==> src/rtl/ysyx_25060170_pkg.sv <==
// Shared types and widths for the writeback unit: source IDs and the buffered result entry.
package ysyx_25060170_pkg;

  localparam int XLEN = 32;
  localparam int RAW  = 5;
  localparam int NREG = 1 << RAW;

  typedef enum logic {
    SRC_EXU = 1'b0,
    SRC_LSU = 1'b1
  } src_e;

  typedef struct packed {
    logic [RAW-1:0]  rd;
    logic            wen;
    logic [XLEN-1:0] data;
    logic [XLEN-1:0] pc;
  } wb_entry_t;

endpackage

==> src/rtl/ysyx_25060170_wbu_if.sv <==
// Bundle of the writeback unit's result, GPR-write, hazard-query and commit signals.
interface ysyx_25060170_wbu_if;
  import ysyx_25060170_pkg::*;

  logic            exu_valid;
  logic            exu_ready;
  logic [RAW-1:0]  exu_rd;
  logic            exu_wen;
  logic [XLEN-1:0] exu_data;
  logic [XLEN-1:0] exu_pc;

  logic            lsu_valid;
  logic            lsu_ready;
  logic [RAW-1:0]  lsu_rd;
  logic            lsu_wen;
  logic [XLEN-1:0] lsu_data;
  logic [XLEN-1:0] lsu_pc;

  logic [RAW-1:0]  rf_waddr;
  logic [XLEN-1:0] rf_wdata;
  logic            rf_wen;

  logic            iss_valid;
  logic [RAW-1:0]  iss_rd;
  logic [RAW-1:0]  qry_raddr1;
  logic [RAW-1:0]  qry_raddr2;
  logic            qry_busy1;
  logic            qry_busy2;

  logic            commit_valid;
  logic [XLEN-1:0] commit_pc;
  logic [31:0]     instret;

  // The writeback unit itself.
  modport slave (
    input  exu_valid, exu_rd, exu_wen, exu_data, exu_pc,
    input  lsu_valid, lsu_rd, lsu_wen, lsu_data, lsu_pc,
    input  iss_valid, iss_rd, qry_raddr1, qry_raddr2,
    output exu_ready, lsu_ready,
    output rf_waddr, rf_wdata, rf_wen,
    output qry_busy1, qry_busy2,
    output commit_valid, commit_pc, instret
  );

  // The surrounding pipeline (EXU/LSU/IDU/GPR file).
  modport master (
    output exu_valid, exu_rd, exu_wen, exu_data, exu_pc,
    output lsu_valid, lsu_rd, lsu_wen, lsu_data, lsu_pc,
    output iss_valid, iss_rd, qry_raddr1, qry_raddr2,
    input  exu_ready, lsu_ready,
    input  rf_waddr, rf_wdata, rf_wen,
    input  qry_busy1, qry_busy2,
    input  commit_valid, commit_pc, instret
  );

endinterface

==> src/rtl/ysyx_25060170_wb_buf.sv <==
// One-entry valid/ready holding register; can drain and refill in the same cycle.
module ysyx_25060170_wb_buf
  import ysyx_25060170_pkg::*;
(
  input  logic      clk,
  input  logic      rst,
  input  logic      in_valid,
  output logic      in_ready,
  input  wb_entry_t in_entry,
  input  logic      drain,
  output logic      full,
  output wb_entry_t entry
);

  logic      full_q, full_d;
  wb_entry_t entry_q, entry_d;
  logic      load_s;

  // Ready only looks at buffer state so it never combinationally follows valid.
  assign in_ready = !rst && (!full_q || drain);
  assign load_s   = in_valid && in_ready;

  // Next-state for the full flag and stored entry.
  always_comb begin
    full_d  = full_q;
    entry_d = entry_q;
    if (load_s) begin
      full_d  = 1'b1;
      entry_d = in_entry;
    end else if (drain) begin
      full_d  = 1'b0;
    end else begin
      full_d  = full_q;
    end
  end

  // Buffer state registers.
  always_ff @(posedge clk or posedge rst) begin
    if (rst) begin
      full_q  <= 1'b0;
      entry_q <= '0;
    end else begin
      full_q  <= full_d;
      entry_q <= entry_d;
    end
  end

  assign full  = full_q;
  assign entry = entry_q;

endmodule

==> src/rtl/ysyx_25060170_wbu.sv <==
// Writeback unit: buffers EXU/LSU results, arbitrates one GPR write per cycle,
// tracks pending-write scoreboard and emits a registered commit pulse.
module ysyx_25060170_wbu
  import ysyx_25060170_pkg::*;
(
  input logic               clk,
  input logic               rst,
  ysyx_25060170_wbu_if.slave bus
);

  wb_entry_t exu_in_s, lsu_in_s, exu_ent_s, lsu_ent_s, sel_ent_s;
  logic      exu_full_s, lsu_full_s;
  logic      exu_grant_s, lsu_grant_s, grant_s, wr_s;

  src_e            last_grant_q, last_grant_d;
  logic [NREG-1:0] busy_q, busy_d;
  logic            commit_valid_q, commit_valid_d;
  logic [XLEN-1:0] commit_pc_q, commit_pc_d;
  logic [31:0]     instret_q, instret_d;

  assign exu_in_s = '{rd: bus.exu_rd, wen: bus.exu_wen, data: bus.exu_data, pc: bus.exu_pc};
  assign lsu_in_s = '{rd: bus.lsu_rd, wen: bus.lsu_wen, data: bus.lsu_data, pc: bus.lsu_pc};

  ysyx_25060170_wb_buf u_exu_buf (
    .clk      (clk),
    .rst      (rst),
    .in_valid (bus.exu_valid),
    .in_ready (bus.exu_ready),
    .in_entry (exu_in_s),
    .drain    (exu_grant_s),
    .full     (exu_full_s),
    .entry    (exu_ent_s)
  );

  ysyx_25060170_wb_buf u_lsu_buf (
    .clk      (clk),
    .rst      (rst),
    .in_valid (bus.lsu_valid),
    .in_ready (bus.lsu_ready),
    .in_entry (lsu_in_s),
    .drain    (lsu_grant_s),
    .full     (lsu_full_s),
    .entry    (lsu_ent_s)
  );

  // Arbiter: a lone full buffer wins; with both full the one not granted last time wins.
  always_comb begin
    exu_grant_s = 1'b0;
    lsu_grant_s = 1'b0;
    case ({exu_full_s, lsu_full_s})
      2'b10: exu_grant_s = 1'b1;
      2'b01: lsu_grant_s = 1'b1;
      2'b11: begin
        if (last_grant_q == SRC_EXU) begin
          lsu_grant_s = 1'b1;
        end else begin
          exu_grant_s = 1'b1;
        end
      end
      default: begin
        exu_grant_s = 1'b0;
        lsu_grant_s = 1'b0;
      end
    endcase
    grant_s   = exu_grant_s || lsu_grant_s;
    sel_ent_s = lsu_grant_s ? lsu_ent_s : exu_ent_s;
    wr_s      = grant_s && sel_ent_s.wen && (sel_ent_s.rd != {RAW{1'b0}});
  end

  // Next-state for grant history, scoreboard and commit tracking; a same-cycle set beats the clear.
  always_comb begin
    last_grant_d = last_grant_q;
    busy_d       = busy_q;
    if (exu_grant_s) begin
      last_grant_d = SRC_EXU;
    end else if (lsu_grant_s) begin
      last_grant_d = SRC_LSU;
    end else begin
      last_grant_d = last_grant_q;
    end
    if (wr_s) begin
      busy_d[sel_ent_s.rd] = 1'b0;
    end else begin
      busy_d = busy_d;
    end
    if (bus.iss_valid && (bus.iss_rd != {RAW{1'b0}})) begin
      busy_d[bus.iss_rd] = 1'b1;
    end else begin
      busy_d = busy_d;
    end
    busy_d[0]      = 1'b0;
    commit_valid_d = grant_s;
    commit_pc_d    = grant_s ? sel_ent_s.pc : commit_pc_q;
    instret_d      = instret_q + {31'd0, grant_s};
  end

  // Unit state registers.
  always_ff @(posedge clk or posedge rst) begin
    if (rst) begin
      last_grant_q   <= SRC_EXU;
      busy_q         <= '0;
      commit_valid_q <= 1'b0;
      commit_pc_q    <= {XLEN{1'b0}};
      instret_q      <= 32'd0;
    end else begin
      last_grant_q   <= last_grant_d;
      busy_q         <= busy_d;
      commit_valid_q <= commit_valid_d;
      commit_pc_q    <= commit_pc_d;
      instret_q      <= instret_d;
    end
  end

  assign bus.rf_waddr     = sel_ent_s.rd;
  assign bus.rf_wdata     = sel_ent_s.data;
  assign bus.rf_wen       = wr_s;
  assign bus.qry_busy1    = busy_q[bus.qry_raddr1];
  assign bus.qry_busy2    = busy_q[bus.qry_raddr2];
  assign bus.commit_valid = commit_valid_q;
  assign bus.commit_pc    = commit_pc_q;
  assign bus.instret      = instret_q;

endmodule

==> src/flat_wrapper.sv <==
// flat-port wrapper written by rule: the top's interface ports become plain ports
module ysyx_25060170_wbu_flat import ysyx_25060170_pkg::*;
  (clk, rst, bus_exu_valid, bus_exu_rd, bus_exu_wen, bus_exu_data, bus_exu_pc, bus_lsu_valid, bus_lsu_rd, bus_lsu_wen, bus_lsu_data, bus_lsu_pc, bus_iss_valid, bus_iss_rd, bus_qry_raddr1, bus_qry_raddr2, bus_exu_ready, bus_lsu_ready, bus_rf_waddr, bus_rf_wdata, bus_rf_wen, bus_qry_busy1, bus_qry_busy2, bus_commit_valid, bus_commit_pc, bus_instret);
  ysyx_25060170_wbu_if bus_i ();
  input logic clk;
  input logic rst;
  input wire logic [$bits(bus_i.exu_valid)-1:0] bus_exu_valid;
  input wire logic [$bits(bus_i.exu_rd)-1:0] bus_exu_rd;
  input wire logic [$bits(bus_i.exu_wen)-1:0] bus_exu_wen;
  input wire logic [$bits(bus_i.exu_data)-1:0] bus_exu_data;
  input wire logic [$bits(bus_i.exu_pc)-1:0] bus_exu_pc;
  input wire logic [$bits(bus_i.lsu_valid)-1:0] bus_lsu_valid;
  input wire logic [$bits(bus_i.lsu_rd)-1:0] bus_lsu_rd;
  input wire logic [$bits(bus_i.lsu_wen)-1:0] bus_lsu_wen;
  input wire logic [$bits(bus_i.lsu_data)-1:0] bus_lsu_data;
  input wire logic [$bits(bus_i.lsu_pc)-1:0] bus_lsu_pc;
  input wire logic [$bits(bus_i.iss_valid)-1:0] bus_iss_valid;
  input wire logic [$bits(bus_i.iss_rd)-1:0] bus_iss_rd;
  input wire logic [$bits(bus_i.qry_raddr1)-1:0] bus_qry_raddr1;
  input wire logic [$bits(bus_i.qry_raddr2)-1:0] bus_qry_raddr2;
  output wire logic [$bits(bus_i.exu_ready)-1:0] bus_exu_ready;
  output wire logic [$bits(bus_i.lsu_ready)-1:0] bus_lsu_ready;
  output wire logic [$bits(bus_i.rf_waddr)-1:0] bus_rf_waddr;
  output wire logic [$bits(bus_i.rf_wdata)-1:0] bus_rf_wdata;
  output wire logic [$bits(bus_i.rf_wen)-1:0] bus_rf_wen;
  output wire logic [$bits(bus_i.qry_busy1)-1:0] bus_qry_busy1;
  output wire logic [$bits(bus_i.qry_busy2)-1:0] bus_qry_busy2;
  output wire logic [$bits(bus_i.commit_valid)-1:0] bus_commit_valid;
  output wire logic [$bits(bus_i.commit_pc)-1:0] bus_commit_pc;
  output wire logic [$bits(bus_i.instret)-1:0] bus_instret;
  assign bus_i.exu_valid = bus_exu_valid;
  assign bus_i.exu_rd = bus_exu_rd;
  assign bus_i.exu_wen = bus_exu_wen;
  assign bus_i.exu_data = bus_exu_data;
  assign bus_i.exu_pc = bus_exu_pc;
  assign bus_i.lsu_valid = bus_lsu_valid;
  assign bus_i.lsu_rd = bus_lsu_rd;
  assign bus_i.lsu_wen = bus_lsu_wen;
  assign bus_i.lsu_data = bus_lsu_data;
  assign bus_i.lsu_pc = bus_lsu_pc;
  assign bus_i.iss_valid = bus_iss_valid;
  assign bus_i.iss_rd = bus_iss_rd;
  assign bus_i.qry_raddr1 = bus_qry_raddr1;
  assign bus_i.qry_raddr2 = bus_qry_raddr2;
  assign bus_exu_ready = bus_i.exu_ready;
  assign bus_lsu_ready = bus_i.lsu_ready;
  assign bus_rf_waddr = bus_i.rf_waddr;
  assign bus_rf_wdata = bus_i.rf_wdata;
  assign bus_rf_wen = bus_i.rf_wen;
  assign bus_qry_busy1 = bus_i.qry_busy1;
  assign bus_qry_busy2 = bus_i.qry_busy2;
  assign bus_commit_valid = bus_i.commit_valid;
  assign bus_commit_pc = bus_i.commit_pc;
  assign bus_instret = bus_i.instret;
  ysyx_25060170_wbu u_core (.clk(clk), .rst(rst), .bus(bus_i));
endmodule
==> config.mk <==
export PLATFORM = sky130hd
export DESIGN_NAME = ysyx_25060170_wbu_flat
export DESIGN_NICKNAME = d
export VERILOG_FILES = /design/src/rtl/ysyx_25060170_pkg.sv /design/src/rtl/ysyx_25060170_wbu_if.sv /design/src/rtl/ysyx_25060170_wb_buf.sv /design/src/rtl/ysyx_25060170_wbu.sv /design/src/flat_wrapper.sv
export SDC_FILE = /design/constraint.sdc
export NUM_CORES = 1
export LEC_CHECK = 0
export BUFFER_PORTS_ARGS = -buffer_cell sky130_fd_sc_hd__buf_2
export CORE_MARGIN = 3
export CORE_UTILIZATION = 25
export CTS_CLUSTER_SIZE = 12
export DETAILED_ROUTE_END_ITERATION = 8
export PLACE_DENSITY_LB_ADDON = 0.25
export REMOVE_ABC_BUFFERS = 1
export SYNTH_ARGS = -nofsm -noshare
export SYNTH_HDL_FRONTEND = slang
export SYNTH_HIERARCHICAL = 1
export SYNTH_SLANG_ARGS = --single-unit
==> constraint.sdc <==
create_clock -name clk -period 2.79 [get_ports clk]
set_input_delay 0 -clock clk [delete_from_list [all_inputs] [get_ports clk]]
set_output_delay 0 -clock clk [all_outputs]
set_load 0.005 [all_outputs]
==> qor.txt, run 1 <==
status: finished, final reports clean
drt pass-1 iters: 5
Startpoint Class: flip-flop
r2r worst-path depth: 6
core area: 47100 µm²
initial core utilization: 0.257
RSZ-0062 raised after global routing: false
most numerous cell in the Yosys netlist: dfrtp_1
Critical Path RT: 2790 ps
Fillers: 4709
final worst slack: 173 ps
die area: 51100 µm²
TritonCTS clock tree: built
Worst Skew: 14.7 ps
post-cts repair resize count: 0
Sequential Power Share: 0.357
vias in the first global route: 9654
share of the synthesized area in the top cell type: 0.494
netlist area before placement: 12100 µm²
critical path arrival: 2620 ps
drt total wl: 36600 µm
ys async rst share: 1.00
DPL Wire Length: 24500 µm
Total Routing Usage GR: 0.142
worst setup path startpoint: u_core/u_exu_buf/full
Logic pwr share: 0.420
H-tree depth: 1
Die Wd: 226 µm
initial antenna violation count: 4
Core Rows: 79
Max-cap violations: 0
vias: 8908
die height: 226 µm
Hold Fails Final Rpt: 0
first-pass GRT wire length: 56900 µm
Final period util: 0.938
final non-filler cell area: 16200 µm²
I/O Buffers: 266
most common library cells after synthesis: dfrtp_1, mux2_4, nand2_1
DRT antenna net count: 0
Placed Area: 13700 µm²
final setup TNS: 0 ps
Layout Area Growth over Synthesis: 34.1%
pwr dens: 1080 nW/µm²
Worst-Margin Slew: 1040 ps
max_slew headroom: 0.289
ys flop type: dfrtp_1
EDFF count, synth: 0
number of synthesis warnings: 6
fmax: 382 MHz
clock latency on the worst-skew pair: 550 ps
largest area contributor in the netlist: dfrtp_1
ratio of cells with drive above 1 in the final layout: 0.388
Syn Inst Count: 980
Worst-path clk slew: 60 ps
Register Area: 5980 µm²
largest net degree at the start of global routing: 62
Synth area leaders: dfrtp_1, mux2_4, nand2_1, mux2_2, nor2_1
Clock Power Share: 0.223
I/O Pins: 267
DR WL/cell: 18.3 µm
register area share after synthesis: 0.494
P_int: 0.0114 W
Nets: 1532
kind of critical path: flip-flop to primary output
register bit count reported by yosys: 239
FF-to-FF Start: u_core/u_lsu_buf/full
Net Sw Power: 0.00621 W
Bufs on Longest Clock Path: 3
area of the multi-input gates: 5350 µm²
Hold WC Path Type: input pin to async pin
worst-path maximum fanout: 24
clock buffer count from CTS: 29
leakage power: 7.55 nW
fin crit period: 2620 ps
RePlAce Congestion: 0.774
residual DRC count: 0
clk root buf: clkbuf_16
Final Max Slew Viols: 0
GRT overflow: 0
Place WS: 195 ps
Peak VDD IR: 0.000519 V
Synth cell types: 53
hold_ws: 193 ps
Crit. End Element: primary output
Final setup viols: 0
DRT iter0 DRCs: 451
Synth Area per Inst: 12.3 µm²
switching share of total power: 0.353
Via density: 4.46
CTS Sinks: 239
==> area by class of cell <==
type                       count  share of cell area
clock buffer                  42              0.0521
multi-input combinational    641               0.330
clock inverter                 7             0.00849
tap                          607              0.0468
inverter                      15             0.00409
antenna                        2            0.000309
timing repair buffer         444               0.189
sequential                   239               0.369
==> cells in the final DEF, fill, tap and decap left out, types with 25 or more instances in the layout <==
cell | netlist | routed
o22ai_1 | 38 | 38
dlygate4sd3_1 | 0 | 151
nand2_1 | 124 | 123
nor2_1 | 79 | 79
buf_4 | 37 | 25
dfrtp_1 | 239 | 237
mux2_2 | 33 | 33
clkbuf_16 | 0 | 29
mux2_4 | 140 | 140
buf_2 | 5 | 266
==> critical path, cell delays in order (launching register included) <==
cell and delay (ps):
dfrtp_2 440, a21bo_4 220, buf_4 240, inv_2 260, mux2i_4 380, inv_4 100, nor3_1 200, nor2_1 70
buf_2 140
==> registers in the layout, indices dropped and copies added (netlist names) <==
signal / count
u_core/u_lsu_buf/entry: 70
u_core/busy_q: 31
u_core/u_lsu_buf/full: 1
u_core/bus.commit_valid: 1
u_core/bus.instret: 32
u_core/last_grant_q: 1
u_core/u_exu_buf/full: 1
u_core/u_exu_buf/entry: 70
u_core/bus.commit_pc: 32
==> final timing paths <==
kind,end,slack (ps)
min in group clk,u_core/u_lsu_buf/entry[49],210
max in group asynchronous,u_core/u_lsu_buf/entry[60],1710
worst max-delay path,bus_rf_wen,170
worst max register to register,u_core/u_exu_buf/entry[42],210
worst min-delay path,u_core/bus.commit_pc[22],190
worst min register to register,u_core/bus.instret[31],480
==> power by group through the flow <==
stage | Sequential, W | Clock [W] | Combinational (W)
final | 0.00627 | 0.00393 | 0.00739
after global placement | 0.00629 | 0 | 0.00720
after floorplan | 0.00603 | 0 | 0.00475
after detailed placement | 0.00629 | 0 | 0.00728
after global routing | 0.00650 | 0.00419 | 0.00814
after CTS | 0.00629 | 0.00408 | 0.00745
==> cells by family (layout without fill, tap and decap cells) <==
family | Yosys count | after routing | share of synthesized area
AND/OR/NAND/NOR | 296 | 296 | 0.117
flip-flops | 239 | 239 | 0.494
multiplexers | 205 | 205 | 0.239
AO/OA/AOI/OAI | 108 | 108 | 0.0611
buffers and inverters | 100 | 508 | 0.0641
XOR/XNOR | 30 | 30 | 0.0217
adder cells (fa/ha/maj) | 2 | 2 | 0.00207
other | 0 | 2 | 0
==> stage by stage <==
| stage | power (W) | util | cells |
|---|---|---|---|
| detailed placement | 0.0136 | 0.291 | 1794 |
| floorplan | 0.0108 | - | 895 |
| finish | 0.0176 | 0.344 | 1997 |
| global placement | 0.0135 | 0.291 | 1794 |
| global route | 0.0188 | 0.344 | 1995 |
| CTS | 0.0178 | 0.344 | 1994 |
==> per-layer routing <==
| layer | track usage | routed length (µm) | vias up |
|---|---|---|---|
| met5 | 0 | 27 | - |
| met4 | 0.0264 | 490 | 4 |
| met3 | 0.0335 | 2500 | 36 |
| met2 | 0.228 | 16700 | 265 |
| met1 | 0.198 | 16900 | 4389 |
| li1 | - | - | 4214 |
==> timing repair <==
item | in CTS | in global routing
hold buffers | 151 | 0
setup endpoints to repair | 0 | 1
buffers inserted | 0 | 1
hold endpoints to repair | 277 | 0
No activity file was read; power rests on OpenSTA's default activity.
==> run 2: changes to the inputs <==
--- a/config.mk
+++ b/config.mk
@@ -6,6 +6,8 @@
 export NUM_CORES = 1
 export LEC_CHECK = 0
 export BUFFER_PORTS_ARGS = -buffer_cell sky130_fd_sc_hd__buf_2
+export CELL_PAD_IN_SITES_DETAIL_PLACEMENT = 1
+export CELL_PAD_IN_SITES_GLOBAL_PLACEMENT = 2
 export CORE_MARGIN = 3
 export CORE_UTILIZATION = 25
 export CTS_CLUSTER_SIZE = 12
==> qor.txt, run 2 (same netlist as run 1, synthesis figures left out) <==
fin crit period: 2510 ps
Fillers: 5182
Total Routing Usage GR: 0.152
Hold WC Path Type: input pin to flip-flop
TritonCTS clock tree: built
DR WL/cell: 19.5 µm
Crit. End Element: primary output
Final setup viols: 0
die height: 226 µm
largest net degree at the start of global routing: 57
Die Wd: 226 µm
fin util: 0.348
Peak VDD IR: 0.000488 V
Layout Area Growth over Synthesis: 35.7%
die area: 51100 µm²
Max-cap violations: 0
clock buffer count from CTS: 29
kind of critical path: flip-flop to primary output
max incr delay on CP: 490 ps
initial antenna violation count: 4
worst-path maximum fanout: 12
clk root buf: clkbuf_16
fmax: 398 MHz
Bufs on Longest Clock Path: 3
Nets: 1546
Worst-path clk slew: 60 ps
Final Max Slew Viols: 0
residual DRC count: 0
Hold Fails Final Rpt: 0
critical path arrival: 2510 ps
commonest non-fill, non-tap cell in the layout: buf_2
initial core utilization: 0.257
area of the multi-input gates: 5350 µm²
Worst path slowest cell: mux2i_4
I/O Buffers: 266
H-tree depth: 1
Worst-Margin Slew: 911 ps
GRT overflow: 0
leakage power: 7.64 nW
DPL Wire Length: 25900 µm
pwr dens: 1090 nW/µm²
final setup TNS: 0 ps
vias in the first global route: 10.1k
DRT antenna net count: 0
Startpoint Class: flip-flop
max_slew headroom: 0.375
ratio of cells with drive above 1 in the final layout: 0.385
FF-to-FF Start: u_core/u_lsu_buf/full
Via density: 4.52
Register Area: 5980 µm²
first-pass GRT wire length: 60700 µm
drt total wl: 39200 µm
HP Start: bus_iss_rd[0]
Final period util: 0.900
clock latency on the worst-skew pair: 560 ps
r2r setup slk: 350 ps
CTS Sinks: 239
CP Cell Sequence: a21bo_4, inv_2, mux2i_4, inv_4, nor3_1, nor2_1, buf_2
Worst Skew: 10.3 ps
Core Rows: 79
RePlAce Congestion: 0.740
core area: 47100 µm²
most frequent cells in the layout: buf_2, dfrtp_1, dlygate4sd3_1
DRT iter0 DRCs: 296
RSZ-0062 raised after global routing: false
Critical Path RT: 2790 ps
vias: 9098
drt pass-1 iters: 6
status: finished, final reports clean
crit-path leading delay family: multiplexers
CP bufs+invs: 3
Pwr Total: 0.0179 W
worst setup path startpoint: u_core/last_grant_q
I/O Pins: 267
-- run 2: changes by cell type in the layout (fill, tap and decap cells not counted), sizes merged --
cell,previous run,this run
clkinvlp,1,0
clkinv,4,7
bufinv,4,2
clkbuf,42,44
dlygate4sd3,151,168
buf,293,290
inv,13,15
-- run 2: tightest hold or removal path, stage by stage --
cell	delay, ps
buf_2	120
nand3_1	350
o2bb2ai_1	110
-- run 2: timing repair --
item,in CTS,in global routing
setup buffers,0,0
hold buffers,168,0
resized for setup,0,0
endpoints found under the hold margin,287,0
-- run 2: cell type report --
| class | count | share of cell area |
|---|---|---|
| clock buffers | 44 | 0.0543 |
| clock inverters | 9 | 0.00648 |
| diodes | 2 | 0.000305 |
| well taps | 607 | 0.0463 |
| multi-input cells | 641 | 0.326 |
| inverters | 15 | 0.00404 |
| repair buffers | 458 | 0.198 |
| flip-flops and latches | 239 | 0.364 |
-- run 2: stage by stage --
step | setup slack [ps] | instances | instance area [µm²] | hold slack, ps
global route | 89.5 | 2015 | 16400 | 95.3
detailed placement | 387 | 1792 | 13700 | 163
CTS | 204 | 2013 | 16400 | 53.0
finish | 279 | 2015 | 16400 | 78.6
floorplan | -1060 | 895 | 11400 | 31.1
global placement | 428 | 1792 | 13700 | 167
-- run 2: report_power, final --
part           total (W)  switching [W]  internal [W]  leakage [nW]
sequential       0.00621        0.00114       0.00507          2.81
combinational    0.00770        0.00367       0.00404          4.32
clock            0.00395        0.00157       0.00238         0.498
-- run 2: path summary, 6_finish.rpt --
check | end | cells past startpoint
setup reg to reg | u_core/u_exu_buf/entry[58] | 6
hold / removal | u_core/busy_q[23] | 3
max in group asynchronous | u_core/busy_q[28] | 4
setup / recovery | bus_rf_wen | 7
min in group asynchronous | u_core/u_lsu_buf/entry[21] | 3
hold reg to reg | u_core/bus.instret[31] | 1
-- run 2: routing by layer --
metal  share of wire  GRT usage  vias up  wire length (µm)
met2            0.48      0.255      199             18600
met5         0.00059          0        -                23
met4           0.019     0.0295        4               732
li1                -          -     4239                 -
met1            0.46      0.201     4607             17900
met3           0.051     0.0360       49              1980
==> run 3: changes to the inputs <==
--- a/config.mk
+++ b/config.mk
@@ -5,6 +5,7 @@
 export SDC_FILE = /design/constraint.sdc
 export NUM_CORES = 1
 export LEC_CHECK = 0
+export ABC_AREA = 1
 export BUFFER_PORTS_ARGS = -buffer_cell sky130_fd_sc_hd__buf_2
 export CELL_PAD_IN_SITES_DETAIL_PLACEMENT = 1
 export CELL_PAD_IN_SITES_GLOBAL_PLACEMENT = 2
==> qor.txt, run 3 <==
status: finished, final reports clean
Layout Area Growth over Synthesis: 37.9%
Final Max Slew Viols: 0
Worst-path clk slew: 60 ps
Core Rows: 79
ys async rst share: 1.00
DRT iter0 DRCs: 448
fin crit period: 2560 ps
pwr dens: 984 nW/µm²
post-synthesis mux area share: 0
simple-gate share of the synthesized area: 0.385
Worst Skew: 14.4 ps
FF-to-FF Start: u_core/u_exu_buf/full
residual DRC count: 0
EDFF count, synth: 0
die height: 225 µm
clk root buf: clkbuf_16
Fillers: 5656
critical path arrival: 3080 ps
Final setup viols: 0
worst-path maximum fanout: 51
ys flop type: dfrtp_1
DR WL/cell: 18.2 µm
vias: 11.8k
kind of critical path: flip-flop to flip-flop
initial antenna violation count: 4
Max-cap violations: 0
DPL Wire Length: 30600 µm
die area: 50500 µm²
area share of xor/xnor cells in the synthesized design: 0.0190
ratio of cells with drive above 1 in the final layout: 0.192
clock latency on the worst-skew pair: 580 ps
DRT antenna net count: 0
Synth area leaders: dfrtp_1, nand2_1, nand4_1, nand3_1, buf_4
netlist area before placement: 12000 µm²
most common library cells after synthesis: nand2_1, dfrtp_1, nand4_1
Syn Inst Count: 1532
Synth Area in Compound Gates: 0.0113
Worst-Margin Slew: 820 ps
commonest non-fill, non-tap cell in the layout: nand2_1
Pwr Total: 0.0162 W
Post-Synth Adder-Cell Area: 0.00209
Critical Path RT: 3310 ps
I/O Pins: 267
largest family of logic cells by synthesized area: simple AND/OR/NAND/NOR gates
Hold WC Path Type: input pin to flip-flop
Via density: 4.64
max_slew headroom: 0.453
Total Routing Usage GR: 0.185
register bit count reported by yosys: 239
GRT overflow: 0
H-tree depth: 1
vias in the first global route: 12.9k
Synth Area per Inst: 7.81 µm²
Hold Fails Final Rpt: 0
drt pass-1 iters: 4
RSZ-0062 raised after global routing: false
CTS Sinks: 239
hold_ws: 44.9 ps
Nets: 2073
RePlAce Congestion: 0.796
Peak VDD IR: 0.000444 V
most frequent cells in the layout: nand2_1, buf_2, dfrtp_1
Die Wd: 225 µm
Bufs on Longest Clock Path: 3
Startpoint Class: flip-flop
drt total wl: 46400 µm
core area: 47000 µm²
share of the synthesized area in the top cell type: 0.500
clock buffer count from CTS: 31
most numerous cell in the Yosys netlist: nand2_1
Synth cell types: 28
I/O Buffers: 266
Crit. End Element: flip-flop
fmax: 391 MHz
HP Start: bus_lsu_valid
largest area contributor in the netlist: dfrtp_1
Final period util: 0.917
first-pass GRT wire length: 74100 µm
initial core utilization: 0.255
leakage power: 8.33 nW
number of synthesis warnings: 6
register area share after synthesis: 0.500
TritonCTS clock tree: built
Post-CTS Setup Inserts: 0
worst setup path startpoint: u_core/u_exu_buf/full
largest net degree at the start of global routing: 142
## run 3: changes by cell type after synthesis, sizes merged, moves of 12 or more
cell and delta:
nand3 +111, mux2 -174, mux2i -25, o41ai -23, nor2b -12, nor2 -41
xnor2 -20, nand2 +581, inv +50, o22ai -38, nand4 +130, buf +47
xor2 +16, nor3 +20
## run 3: report_power, final
group	switching, W	internal [W]	total [W]
sequential	0.000993	0.00498	0.00597
combinational	0.00388	0.00214	0.00602
clock	0.00160	0.00264	0.00425
## run 3: final timing paths
path                       depth (start not counted)  slack [ps]                         end
min reg2reg                                        2         470  u_core/u_lsu_buf/entry[28]
max in group asynchronous                          4        1760    u_core/bus.commit_pc[24]
min                                                4          40  u_core/u_lsu_buf/entry[57]
max                                               10         230  u_core/u_lsu_buf/entry[62]
max reg2reg                                       10         230  u_core/u_lsu_buf/entry[62]
min in group asynchronous                          3         110  u_core/u_lsu_buf/entry[36]
## run 3: cells by family after synthesis
logic type               Yosys count
adder cells (fa/ha/maj)            2
AO/OA/AOI/OAI                     24
XOR/XNOR                          26
buffers and inverters            190
AND/OR/NAND/NOR                 1051
flip-flops                       239
## run 3: cell type report
class	count	area, µm²	share of cell area
sequential	239	5980	0.362
clock inverter	9	160	0.00971
multi-input combinational	1103	5020	0.304
tap	607	759	0.0460
timing repair buffer	470	3390	0.205
inverter	66	260	0.0158
clock buffer	47	926	0.0561
antenna	2	5.00	0.000303
## run 3: routing by layer
metal  share of wire  GRT usage  routed length, µm  vias to the layer above
li1                -          -                  -                     5713
met1            0.44      0.234              20600                     5786
met2            0.49      0.323              22600                      228
met3           0.046     0.0394               2130                       65
met4           0.023     0.0439               1080                        4
met5         0.00058          0                 27                        -
## run 3: what timing repair did
action / CTS / global route
endpoints found under the hold margin: 352 / 0
setup endpoints to repair: 0 / 47
resized for setup: 0 / 4
hold buffers: 180 / 0
## run 3: worst max-delay path: stages (launching register included)
cell	delay (ps)
dfrtp_1	470
nand2_1	150
nand2_4	70
inv_2	60
buf_4	300
inv_2	80
nand2_2	110
clkbuf_8	410
nand4_1	160
dlygate4sd3_1	600
nand2_1	70
## run 3: stage by stage
stage	cell area (µm²)	cells	util	setup WS (ps)	TNS (ps)
2_1_floorplan	11200	1408	-	-939	-143720
3_3_place_gp	13600	2305	0.290	577	0
3_5_place_dp	13600	2305	0.290	502	0
4_1_cts	16500	2541	0.351	61.3	0
5_1_grt	16500	2543	0.351	1.23	0
6_report	16500	2543	0.351	232	0
